`config.mk`:
```
export PLATFORM = sky130hd
export DESIGN_NAME = dcm_ps_seq_flat
export DESIGN_NICKNAME = d
export VERILOG_FILES = /design/src/rtl/dcm_ps_seq_if.sv /design/src/rtl/dcm_ps_seq.sv /design/src/flat_wrapper.sv
export SDC_FILE = /design/constraint.sdc
export NUM_CORES = 1
export LEC_CHECK = 0
export CAP_MARGIN = 20
export CELL_PAD_IN_SITES_DETAIL_PLACEMENT = 1
export CELL_PAD_IN_SITES_GLOBAL_PLACEMENT = 1
export CORE_ASPECT_RATIO = 0.7
export CORE_MARGIN = 1
export CORE_UTILIZATION = 37
export DETAILED_ROUTE_END_ITERATION = 10
export HOLD_SLACK_MARGIN = 0.12
export PLACE_DENSITY_LB_ADDON = 0.08
export SYNTH_ARGS = -nofsm -noshare
export SYNTH_HDL_FRONTEND = slang
export SYNTH_SLANG_ARGS = --single-unit
export TNS_END_PERCENT = 5
```
`constraint.sdc`:
```
create_clock -name clk -period 1.8 [get_ports clk]
set_input_delay 0.36 -clock clk [delete_from_list [all_inputs] [get_ports clk]]
set_output_delay 0.36 -clock clk [all_outputs]
set_load 0.01 [all_outputs]
```
`src/rtl/dcm_ps_seq_if.sv`:
```
// DCM variable phase-shift control bundle: configuration-side request/status
// plus the psen/psincdec/psdone handshake towards the DCM.
interface dcm_ps_seq_if #(
    parameter int unsigned PH_W = 9
);
    logic                   start;
    logic signed [PH_W-1:0] target;
    logic                   rezero;
    logic                   psdone;
    logic                   psen;
    logic                   psincdec;
    logic                   busy;
    logic                   done;
    logic                   err_tmo;
    logic signed [PH_W-1:0] cur_phase;

    // Driver side: configuration registers plus the DCM's psdone
    modport master (
        output start, target, rezero, psdone,
        input  psen, psincdec, busy, done, err_tmo, cur_phase
    );

    // Controller side
    modport slave (
        input  start, target, rezero, psdone,
        output psen, psincdec, busy, done, err_tmo, cur_phase
    );
endinterface

```
`src/rtl/dcm_ps_seq.sv`:
```
// Steps a DCM variable phase shifter one unit at a time towards a clamped
// absolute signed target, tracking the current offset and flagging a lost psdone.
module dcm_ps_seq #(
    parameter int unsigned PH_W     = 9,
    parameter int unsigned PH_LIMIT = 255,
    parameter int unsigned TMO_CYC  = 255
) (
    input  logic          clk,
    input  logic          rst,
    dcm_ps_seq_if.slave   ps
);

    localparam int unsigned CNT_W = $clog2(TMO_CYC);
    localparam logic [CNT_W-1:0]       CNT_LAST = CNT_W'(TMO_CYC - 1);
    localparam logic signed [PH_W-1:0] LIM_P    = PH_W'(PH_LIMIT);
    localparam logic signed [PH_W-1:0] LIM_N    = -LIM_P;

    typedef enum logic [2:0] {
        ST_IDLE,
        ST_CMP,
        ST_STEP,
        ST_WAIT,
        ST_DONE,
        ST_ERR
    } state_e;

    state_e                 state_q;
    logic signed [PH_W-1:0] tgt_q;
    logic signed [PH_W-1:0] cur_q;
    logic [CNT_W-1:0]       cnt_q;
    logic                   psen_q;
    logic                   inc_q;
    logic                   busy_q;
    logic                   done_q;
    logic                   err_q;
    logic signed [PH_W-1:0] tgt_clamp_d;

    // Saturate the requested target into the legal phase window
    always_comb begin
        tgt_clamp_d = ps.target;
        if (ps.target > LIM_P) begin
            tgt_clamp_d = LIM_P;
        end else if (ps.target < LIM_N) begin
            tgt_clamp_d = LIM_N;
        end
    end

    always_ff @(posedge clk) begin
        if (rst) begin
            state_q <= ST_IDLE;
            tgt_q   <= '0;
            cur_q   <= '0;
            cnt_q   <= '0;
            psen_q  <= 1'b0;
            inc_q   <= 1'b0;
            busy_q  <= 1'b0;
            done_q  <= 1'b0;
            err_q   <= 1'b0;
        end else if (ps.rezero) begin
            // DCM was reset underneath us: its phase is back at zero
            state_q <= ST_IDLE;
            cur_q   <= '0;
            psen_q  <= 1'b0;
            busy_q  <= 1'b0;
            done_q  <= 1'b0;
            err_q   <= 1'b0;
        end else begin
            case (state_q)
                ST_IDLE: begin
                    if (ps.start) begin
                        tgt_q   <= tgt_clamp_d;
                        err_q   <= 1'b0;
                        busy_q  <= 1'b1;
                        state_q <= ST_CMP;
                    end
                end
                ST_CMP: begin
                    if (cur_q == tgt_q) begin
                        done_q  <= 1'b1;
                        state_q <= ST_DONE;
                    end else begin
                        inc_q   <= (tgt_q > cur_q);
                        psen_q  <= 1'b1;
                        state_q <= ST_STEP;
                    end
                end
                ST_STEP: begin
                    psen_q  <= 1'b0;
                    cnt_q   <= '0;
                    state_q <= ST_WAIT;
                end
                ST_WAIT: begin
                    if (ps.psdone) begin
                        cur_q   <= inc_q ? (cur_q + PH_W'(1)) : (cur_q - PH_W'(1));
                        state_q <= ST_CMP;
                    end else if (cnt_q == CNT_LAST) begin
                        state_q <= ST_ERR;
                    end else begin
                        cnt_q <= cnt_q + CNT_W'(1);
                    end
                end
                ST_DONE: begin
                    done_q  <= 1'b0;
                    busy_q  <= 1'b0;
                    state_q <= ST_IDLE;
                end
                ST_ERR: begin
                    err_q   <= 1'b1;
                    busy_q  <= 1'b0;
                    state_q <= ST_IDLE;
                end
                default: begin
                    psen_q  <= 1'b0;
                    done_q  <= 1'b0;
                    busy_q  <= 1'b0;
                    state_q <= ST_IDLE;
                end
            endcase
        end
    end

    assign ps.psen      = psen_q;
    assign ps.psincdec  = inc_q;
    assign ps.busy      = busy_q;
    assign ps.done      = done_q;
    assign ps.err_tmo   = err_q;
    assign ps.cur_phase = cur_q;

endmodule

```
`src/flat_wrapper.sv`:
```
// flat-port wrapper written by rule: the top's interface ports become plain ports
module dcm_ps_seq_flat 
#(
    parameter int unsigned PH_W     = 9,
    parameter int unsigned PH_LIMIT = 255,
    parameter int unsigned TMO_CYC  = 255
)
  (clk, rst, ps_start, ps_target, ps_rezero, ps_psdone, ps_psen, ps_psincdec, ps_busy, ps_done, ps_err_tmo, ps_cur_phase);
  dcm_ps_seq_if #(.PH_W(PH_W)) ps_i ();
  input  logic clk;
  input  logic rst;
  input wire logic [$bits(ps_i.start)-1:0] ps_start;
  input wire logic [$bits(ps_i.target)-1:0] ps_target;
  input wire logic [$bits(ps_i.rezero)-1:0] ps_rezero;
  input wire logic [$bits(ps_i.psdone)-1:0] ps_psdone;
  output wire logic [$bits(ps_i.psen)-1:0] ps_psen;
  output wire logic [$bits(ps_i.psincdec)-1:0] ps_psincdec;
  output wire logic [$bits(ps_i.busy)-1:0] ps_busy;
  output wire logic [$bits(ps_i.done)-1:0] ps_done;
  output wire logic [$bits(ps_i.err_tmo)-1:0] ps_err_tmo;
  output wire logic [$bits(ps_i.cur_phase)-1:0] ps_cur_phase;
  assign ps_i.start = ps_start;
  assign ps_i.target = ps_target;
  assign ps_i.rezero = ps_rezero;
  assign ps_i.psdone = ps_psdone;
  assign ps_psen = ps_i.psen;
  assign ps_psincdec = ps_i.psincdec;
  assign ps_busy = ps_i.busy;
  assign ps_done = ps_i.done;
  assign ps_err_tmo = ps_i.err_tmo;
  assign ps_cur_phase = ps_i.cur_phase;
  dcm_ps_seq #(.PH_W(PH_W), .PH_LIMIT(PH_LIMIT), .TMO_CYC(TMO_CYC)) u_core (.clk(clk), .rst(rst), .ps(ps_i));
endmodule
```
[After elaboration in Yosys (flattened, before gate mapping)]
Index checks and enable logic that the tools add are counted.
W data, S select, Z words.
Word-level totals
  input port bits: 14
  output and inout bits: 14
  bits in latches: 0
  flip-flop bits (word level): 34
  memory bits (writable): 0
  bits in read-only memories: 0
  memories kept: 0
Operators by class
  reductions and logical operators: 16
  add/subtract/negate cells: 3
  magnitude comparators: 3
  multipliers: 0
  bitwise logic cells: 5
  mux-type cells: 19
  div/mod/pow operators: 0
  eq/ne operators: 13
  shift operators: 0
Operators by type and width (number)
  $mux W9: 3
  $mux W8: 2
  $pmux W8 S2: 1
  $mux W3: 4
  $pmux W3 S4: 1
  $reduce_and A2 Y1: 6
  $add A9 B2 Y9 const B: 1
  $eq A9 B9 Y1: 1
  $gt A9 B9 Y1: 1
  $gt A9 B9 Y1 const B: 1
  $lt A9 B9 Y1 const B: 1
  $sub A9 B2 Y9 const B: 1
  $add A8 B1 Y8 const B: 1
  $eq A8 B8 Y1 const B: 1
  $ne A2 B2 Y1 const B: 4
  $pmux W1 S2: 4
  $reduce_or A4 Y1: 2
  $eq A3 B2 Y1 const B: 2
  $eq A3 B3 Y1 const B: 2
  $reduce_and A3 Y1: 2
  $not A1 Y1: 5
  $mux W1: 4
  $reduce_and A4 Y1: 1
  $reduce_bool A2 Y1: 2
  6 further kinds: 6

[Longest topological paths before layout]
Gate-level depths: netlist of the first run.
  depth in word-level cells: 4
  mapped depth: 8
  mapped depth without buffers: 7

[Worst setup path after synthesis of the first run]
OpenSTA, ideal clock, no wires.
  path kind: flip-flop to flip-flop
  from: reg u_core.inc_q (netlist: u_core.ps.psincdec)
  to: reg u_core.cur_q[6] (netlist: u_core.ps.cur_phase[6])
  library setup time: 106 ps
  data required time: 1694 ps
  path buffers: 0
  slack: -173 ps
  arrival time: 1867 ps
  cell stages (with the launch flop): 8
  cells stage by stage: dfxtp_1 inv_1 ha_1 nor2b_1 o31a_1 o21a_1 or3_1 o311ai_0
On the way
  cells in the longest elaborated chain, start to end: 1
Ends and longest elaborated chain
  start: declaration: line dcm_ps_seq.sv:32  | logic inc_q;
  start signal: assignment: line dcm_ps_seq.sv:82  | inc_q <= (tgt_q > cur_q);
  $mux W9: line dcm_ps_seq.sv:94  | cur_q <= inc_q ? (cur_q + PH_W'(1)) : (cur_q - PH_W'(1));
  end signal: assignment: line dcm_ps_seq.sv:94
  end: declaration: line dcm_ps_seq.sv:29  | logic signed [PH_W-1:0] cur_q;
No other way between the ends.
A chain may end at the register's enable or synchronous reset.

[Final worst setup path of the first run]
  from: reg u_core.cur_q[2] (netlist: u_core.ps.cur_phase[2])
  to: reg u_core.inc_q (netlist: u_core.ps.psincdec)
On the way
  cells in the longest elaborated chain, start to end: 3
  elaborated cells between the ends (all ways): 4
Ends and longest elaborated chain
  parallel branches: the longest is 3 deep, another holds $gt A9 B9 Y1
Several ways; the timed one is not identified.

==> flow_metrics.env, run 1 <==
export IMPL_post_route_min_period_ns=1.89
export IMPL_cp_max_fo=3
export IMPL_antenna_found_initial=0
export IMPL_synth_distinct_cells=51
export IMPL_design_area_mm2=0.00288
export IMPL_synthesis_nets=271
export IMPL_synth_edf_count=0
export IMPL_hold_class="reg2reg"
export IMPL_placed_cell_area_mm2=0.00261
export IMPL_die_w_um=90.6
export IMPL_syn_inst=237
export IMPL_finalCritPeriodShare=1.05
export IMPL_ir_worst_vdd_mv=0.322
export IMPL_cts_buffers=5
export IMPL_finalClockSkew_ns=0.00430
export IMPL_final_common_cell="buf_4"
export IMPL_arrival_ns=2.07
export IMPL_io_buffers=27
export IMPL_cts_clk_slew_worst_paths_ns=0.07
export IMPL_slew_violations=0
export IMPL_wl_per_cell_um=16.0
export IMPL_layout_nets=332
export IMPL_cts_buffer_depth=2
export IMPL_multi_input_area_mm2=0.00139
export IMPL_dr_pass1_iters=4
export IMPL_start_util=0.387
export IMPL_nFillCells=614
export IMPL_r2r_start="u_core.ps.cur_phase[2]"
export IMPL_grt_max_degree=19
export IMPL_area_growth_pct=41.5
export IMPL_synth_area_mm2=0.00203
export IMPL_clock_latency_ns=0.29
export IMPL_routed_wl_um=5930
export IMPL_vias_per_cell=5.28
export IMPL_min_from="u_core.ps.psen"
export IMPL_grt_pass1_wl_um=9740
export IMPL_synth_top_area_cell="dfxtp_1"
export IMPL_grt_usage=0.214
export IMPL_whs_ns=0.483
export IMPL_worstSetupPathType="reg2reg"
export IMPL_worst_pin_slew_ns=0.356
export IMPL_setup_tns_ns=-0.555
export IMPL_async_reset_ff_frac=0
export IMPL_post_route_drc_count=0
export IMPL_power_density_mw_per_mm2=568
export IMPL_cts_sinks=34
export IMPL_gp_congestion=0.786
export IMPL_startpoint="u_core.ps.cur_phase[2]"
export IMPL_maxCapViolations=0
export IMPL_fmax_mhz=528
export IMPL_die_h_um=64.0
export IMPL_yosys_warnings=0
export IMPL_vias=1959
export IMPL_ys_seq_area_frac=0.335
export IMPL_dr_first_iter_drc_count=39
export IMPL_cts_root_buf="clkbuf_8"
export IMPL_mostFrequentLayoutCells="buf_4, dfxtp_1, nor2_1"
export IMPL_cp_start_kind="flop"
export IMPL_synth_seq_cells=34
export IMPL_cts_tree="yes"
export IMPL_std_cell_rows=22
export IMPL_postSynthAreaPerCell_um2=8.58
export IMPL_status="complete, but fails checks"
export IMPL_htree_levels=2
export IMPL_die_area_mm2=0.00580
export IMPL_yosys_top_cells_area="dfxtp_1, ha_1, nor2_1, a21oi_1, inv_1"
export IMPL_setup_viol=12
export IMPL_failed_checks="setup timing"
export IMPL_seqCellArea_um2=691
export IMPL_synth_top_area_frac=0.335
export IMPL_ctsHoldBuffers=0
export IMPL_end_kind="flop"
export IMPL_overflow=0
export IMPL_drive_gt1_frac=0.281
export IMPL_ios=28
export IMPL_slew_headroom=0.761
export IMPL_ant_nets=0
export IMPL_core_area_mm2=0.00526
export IMPL_diodes=0
export IMPL_rsz0062_at_grt="yes"
export IMPL_worst_slack_ns=-0.0933
export IMPL_synth_main_ff_cell="dfxtp_1"
export IMPL_place_hpwl_um=4410
export IMPL_hold_viol_final=0
export IMPL_grt_pass1_vias=1949
export IMPL_crit_required_ns=1.98
export IMPL_total_leakage_power_uw=0.00112
==> worst paths after layout <==
path,endpoint,slack [ns],depth (start not counted)
max reg2reg,u_core.ps.psincdec,-0.09,7
min reg2reg,u_core.ps.psen,0.48,2
min,u_core.ps.psen,0.48,2
max,u_core.ps.psincdec,-0.09,7
==> cells in the mapped netlist (5+ instances only) <==
cell / n
a21oi_1: 19
a211oi_1: 5
or3_1: 6
ha_1: 19
nand3_1: 5
o21a_1: 6
o21ai_0: 5
nor3b_1: 7
inv_1: 16
nor2_1: 30
dfxtp_1: 34
nand2_1: 9
nor3_1: 11
==> layer usage <==
layer	part of all wire	track usage	wire [µm]	up-vias
li1	-	-	-	980
met1	0.52	0.306	3110	938
met2	0.43	0.328	2570	34
met3	0.034	0.0440	201	7
met4	0.0078	0.0544	46	0
met5	0	0	0	-
==> cell type report <==
class,instances,share of cell area
multi-input cells,178,0.484
flip-flops and latches,34,0.240
clock inverters,1,0.00174
well taps,72,0.0313
inverters,16,0.0235
clock buffers,7,0.0300
repair buffers,63,0.189
==> cell families after synthesis <==
kind of cell,count (synthesis),synth area share
buffers and inverters,25,0.0566
adder cells (fa/ha/maj),20,0.127
XOR/XNOR,7,0.0302
AND/OR/NAND/NOR,94,0.259
flip-flops,34,0.335
multiplexers,3,0.0148
AO/OA/AOI/OAI,54,0.178
==> where the power goes <==
group	leakage (µW)	total [µW]	internal, µW	switching (µW)
logic	0.000790	253	130	124
clock network	0.0000482	608	309	299
registers	0.000278	774	763	10.4
total	0.00112	1640	1200	433
==> state kept, by name (all words and copies together) (netlist names) <==
| signal | cells |
|---|---|
| u_core.ps.busy | 1 |
| u_core.cnt_q | 8 |
| u_core.ps.cur_phase | 9 |
| u_core.ps.psen | 1 |
| u_core.ps.done | 1 |
| u_core.ps.psincdec | 1 |
| u_core.ps.err_tmo | 1 |
| u_core.tgt_q | 9 |
| u_core.state_q | 3 |
==> critical path, cell delays in order (launching register included) <==
cell and delay [ns]:
dfxtp_4 0.38, inv_1 0.05, ha_1 0.30, a21o_1 0.16, a21o_1 0.18, a221o_1 0.33, a221oi_2 0.27, o32ai_1 0.10
==> per-stage QoR <==
| stage | instances | worst slack, ns | power, µW | utilization |
|---|---|---|---|---|
| after global placement | 362 | -0.482 | 1010 | 0.496 |
| after CTS | 371 | -0.0961 | 1640 | 0.540 |
| after detailed placement | 362 | -0.502 | 1010 | 0.496 |
| after floorplan | 237 | -0.0183 | 906 | - |
| after global routing | 371 | -0.160 | 1700 | 0.547 |
| final | 371 | -0.0933 | 1640 | 0.547 |
==> timing repair <==
| action | CTS | global route |
|---|---|---|
| pin swaps | 14 | 7 |
| endpoints found under the setup margin | 15 | 16 |
| buffers inserted | 1 | 0 |
| cloned | 0 | 0 |
| gates resized for setup | 31 | 9 |
Power figures use the tool's default switching activity.
==> run 2: changes to the inputs <==
--- a/config.mk
+++ b/config.mk
@@ -13,6 +13,7 @@
 export CORE_UTILIZATION = 37
 export DETAILED_ROUTE_END_ITERATION = 10
 export HOLD_SLACK_MARGIN = 0.12
+export MAX_ROUTING_LAYER = met4
 export PLACE_DENSITY_LB_ADDON = 0.08
 export SYNTH_ARGS = -nofsm -noshare
 export SYNTH_HDL_FRONTEND = slang
==> run 2 against run 1 <==
Net effect:
- cell area is the same
- maximum frequency fell by 0.14%
- the run still ends with setup timing left
- hold slack hardly changed
- combinational power hardly changed
- critical endpoint is now u_core.ps.cur_phase[8]
- flip-flop and latch count is the same
- non-clock buffer count unchanged
- first-iteration DRC count increased by 13%
- utilization unchanged
- clock skew rose by 0.00053 ns
- clock power hardly changed
- sequential power about the same
==> flow_metrics.env, run 2 (synthesis gave the netlist of run 1 again) <==
export IMPL_gp_congestion=0.797
export IMPL_std_cell_rows=22
export IMPL_min_from="u_core.ps.psen"
export IMPL_grt_usage=0.221
export IMPL_die_area_mm2=0.00580
export IMPL_cts_clk_slew_worst_paths_ns=0.07
export IMPL_total_leakage_power_uw=0.00112
export IMPL_hold_viol_final=0
export IMPL_regToRegSetupSlack_ns=-0.1
export IMPL_r2r_start="u_core.ps.psincdec"
export IMPL_start_util=0.387
export IMPL_post_route_drc_count=0
export IMPL_min_to="u_core.ps.psen"
export IMPL_ant_nets=0
export IMPL_worst_slack_ns=-0.0959
export IMPL_finalCritPeriodShare=1.05
export IMPL_worst_r2r_path_depth=7
export IMPL_cpLargestDelayFamily="multiplexers"
export IMPL_vias_per_cell=5.24
export IMPL_whs_ns=0.482
export IMPL_clkPwrFrac=0.371
export IMPL_slowest_stage="dfxtp_4"
export IMPL_post_route_util=0.547
export IMPL_failed_checks="setup timing"
export IMPL_finalClockSkew_ns=0.00484
export IMPL_status="complete, but fails checks"
export IMPL_cts_root_buf="clkbuf_8"
export IMPL_ios=28
export IMPL_mostFrequentLayoutCells="buf_4, dfxtp_1, nor2_1"
export IMPL_r2r_end="u_core.ps.cur_phase[8]"
export IMPL_seqPwrFrac=0.474
export IMPL_place_hpwl_um=4410
export IMPL_setup_tns_ns=-0.563
export IMPL_cts_buffer_depth=2
export IMPL_arrival_ns=2.12
export IMPL_ir_worst_vdd_mv=0.321
export IMPL_setup_viol=12
export IMPL_post_route_min_period_ns=1.90
export IMPL_io_buffers=27
export IMPL_final_common_cell="buf_4"
export IMPL_crit_required_ns=2.03
export IMPL_dr_pass1_iters=4
export IMPL_htree_levels=2
export IMPL_area_growth_pct=41.5
export IMPL_maxCapViolations=0
export IMPL_comb_power_share=0.155
export IMPL_slew_headroom=0.761
export IMPL_drive_gt1_frac=0.281
export IMPL_cp_max_fo=3
export IMPL_power_density_mw_per_mm2=567
export IMPL_slew_violations=0
export IMPL_cts_sinks=34
export IMPL_wl_per_cell_um=15.9
export IMPL_cts_buffers=5
export IMPL_rsz0062_at_grt="yes"
export IMPL_core_area_mm2=0.00526
export IMPL_end_kind="flop"
export IMPL_grt_pass1_vias=1949
export IMPL_worst_pin_slew_ns=0.356
export IMPL_dr_first_iter_drc_count=44
export IMPL_routed_wl_um=5910
export IMPL_die_h_um=64.0
export IMPL_dp_slack_ns=-0.502
export IMPL_hold_depth=2
export IMPL_diodes=0
export IMPL_crit_cells=7
export IMPL_cts_tree="yes"
export IMPL_layout_nets=332
export IMPL_path_cells="buf_6 -> fa_2 -> nor2b_4 -> o31a_1 -> o22ai_4 -> mux2i_2 -> mux2i_1"
export IMPL_p_sw_uw=431
export IMPL_vias=1943
export IMPL_swShare=0.264
export IMPL_overflow=0
export IMPL_grt_max_degree=19
export IMPL_ctsHoldBuffers=0
export IMPL_clock_latency_ns=0.29
export IMPL_fmax_mhz=527
export IMPL_path_buf_inv=1
export IMPL_slowest_delay_ns=0.37
export IMPL_worstSetupPathType="reg2reg"
export IMPL_grt_pass1_wl_um=9740
export IMPL_antenna_found_initial=0
export IMPL_hold_class="reg2reg"
export IMPL_p_int_uw=1200
export IMPL_die_w_um=90.6
export IMPL_cp_start_kind="flop"
-- run 2: cell counts in the layout (fill, tap and decap cells not counted) --
No cell type changed its count.
-- run 2: worst max-delay path by stage --
| stage | from | end | slack (ns) |
|---|---|---|---|
| 6_report | u_core.ps.psincdec | u_core.ps.cur_phase[8] | -0.1 |
| 5_1_grt | u_core.ps.cur_phase[2] | u_core.ps.psincdec | -0.16 |
| 4_1_cts | u_core.ps.psincdec | u_core.ps.cur_phase[6] | -0.1 |
| 3_5_place_dp | ps_target[4] | u_core.tgt_q[2] | -0.50 |
| 3_3_place_gp | ps_target[4] | u_core.tgt_q[2] | -0.48 |
| 2_1_floorplan | u_core.ps.psincdec | u_core.ps.cur_phase[6] | -0.02 |
-- run 2: metal layers --
metal | routed length [µm] | global-route usage | vias up
met5 | 0 | - | -
met4 | 40 | 0.0544 | 0
met3 | 177 | 0.0440 | 5
met2 | 2580 | 0.327 | 26
met1 | 3110 | 0.307 | 932
li1 | - | - | 980
-- run 2: layout make-up --
type | instances | area, µm²
fillers | 614 | 2380
multi-input cells | 178 | 1390
flip-flops and latches | 34 | 691
repair buffers | 63 | 544
well taps | 72 | 90.1
clock buffers | 7 | 86.3
inverters | 16 | 67.6
clock inverters | 1 | 5.00
-- run 2: power groups by stage --
stage	Clock [µW]	Combinational, µW	Sequential [µW]
2_1_floorplan	0	116	791
4_1_cts	623	248	774
3_3_place_gp	0	215	791
5_1_grt	650	276	775
6_report	606	253	774
3_5_place_dp	0	221	792
-- run 2: timing repair --
action	CTS	global route
buffers inserted	1	0
pin swaps	14	7
hold endpoints to repair	0	0
gates resized for setup	31	9
endpoints found under the setup margin	15	16
-- run 2: stage by stage --
step / power, µW / area [µm²] / std cells
after floorplan: 906 / 2040 / 237
after global placement: 1010 / 2610 / 362
after detailed placement: 1010 / 2610 / 362
after CTS: 1640 / 2840 / 371
after global routing: 1700 / 2880 / 371
final: 1630 / 2880 / 371
-- run 2: tightest hold or removal path, cell delays in order, from the launching register on --
cell	delay, ns
dfxtp_1	0.32
nand2_1	0.06
a21oi_1	0.06
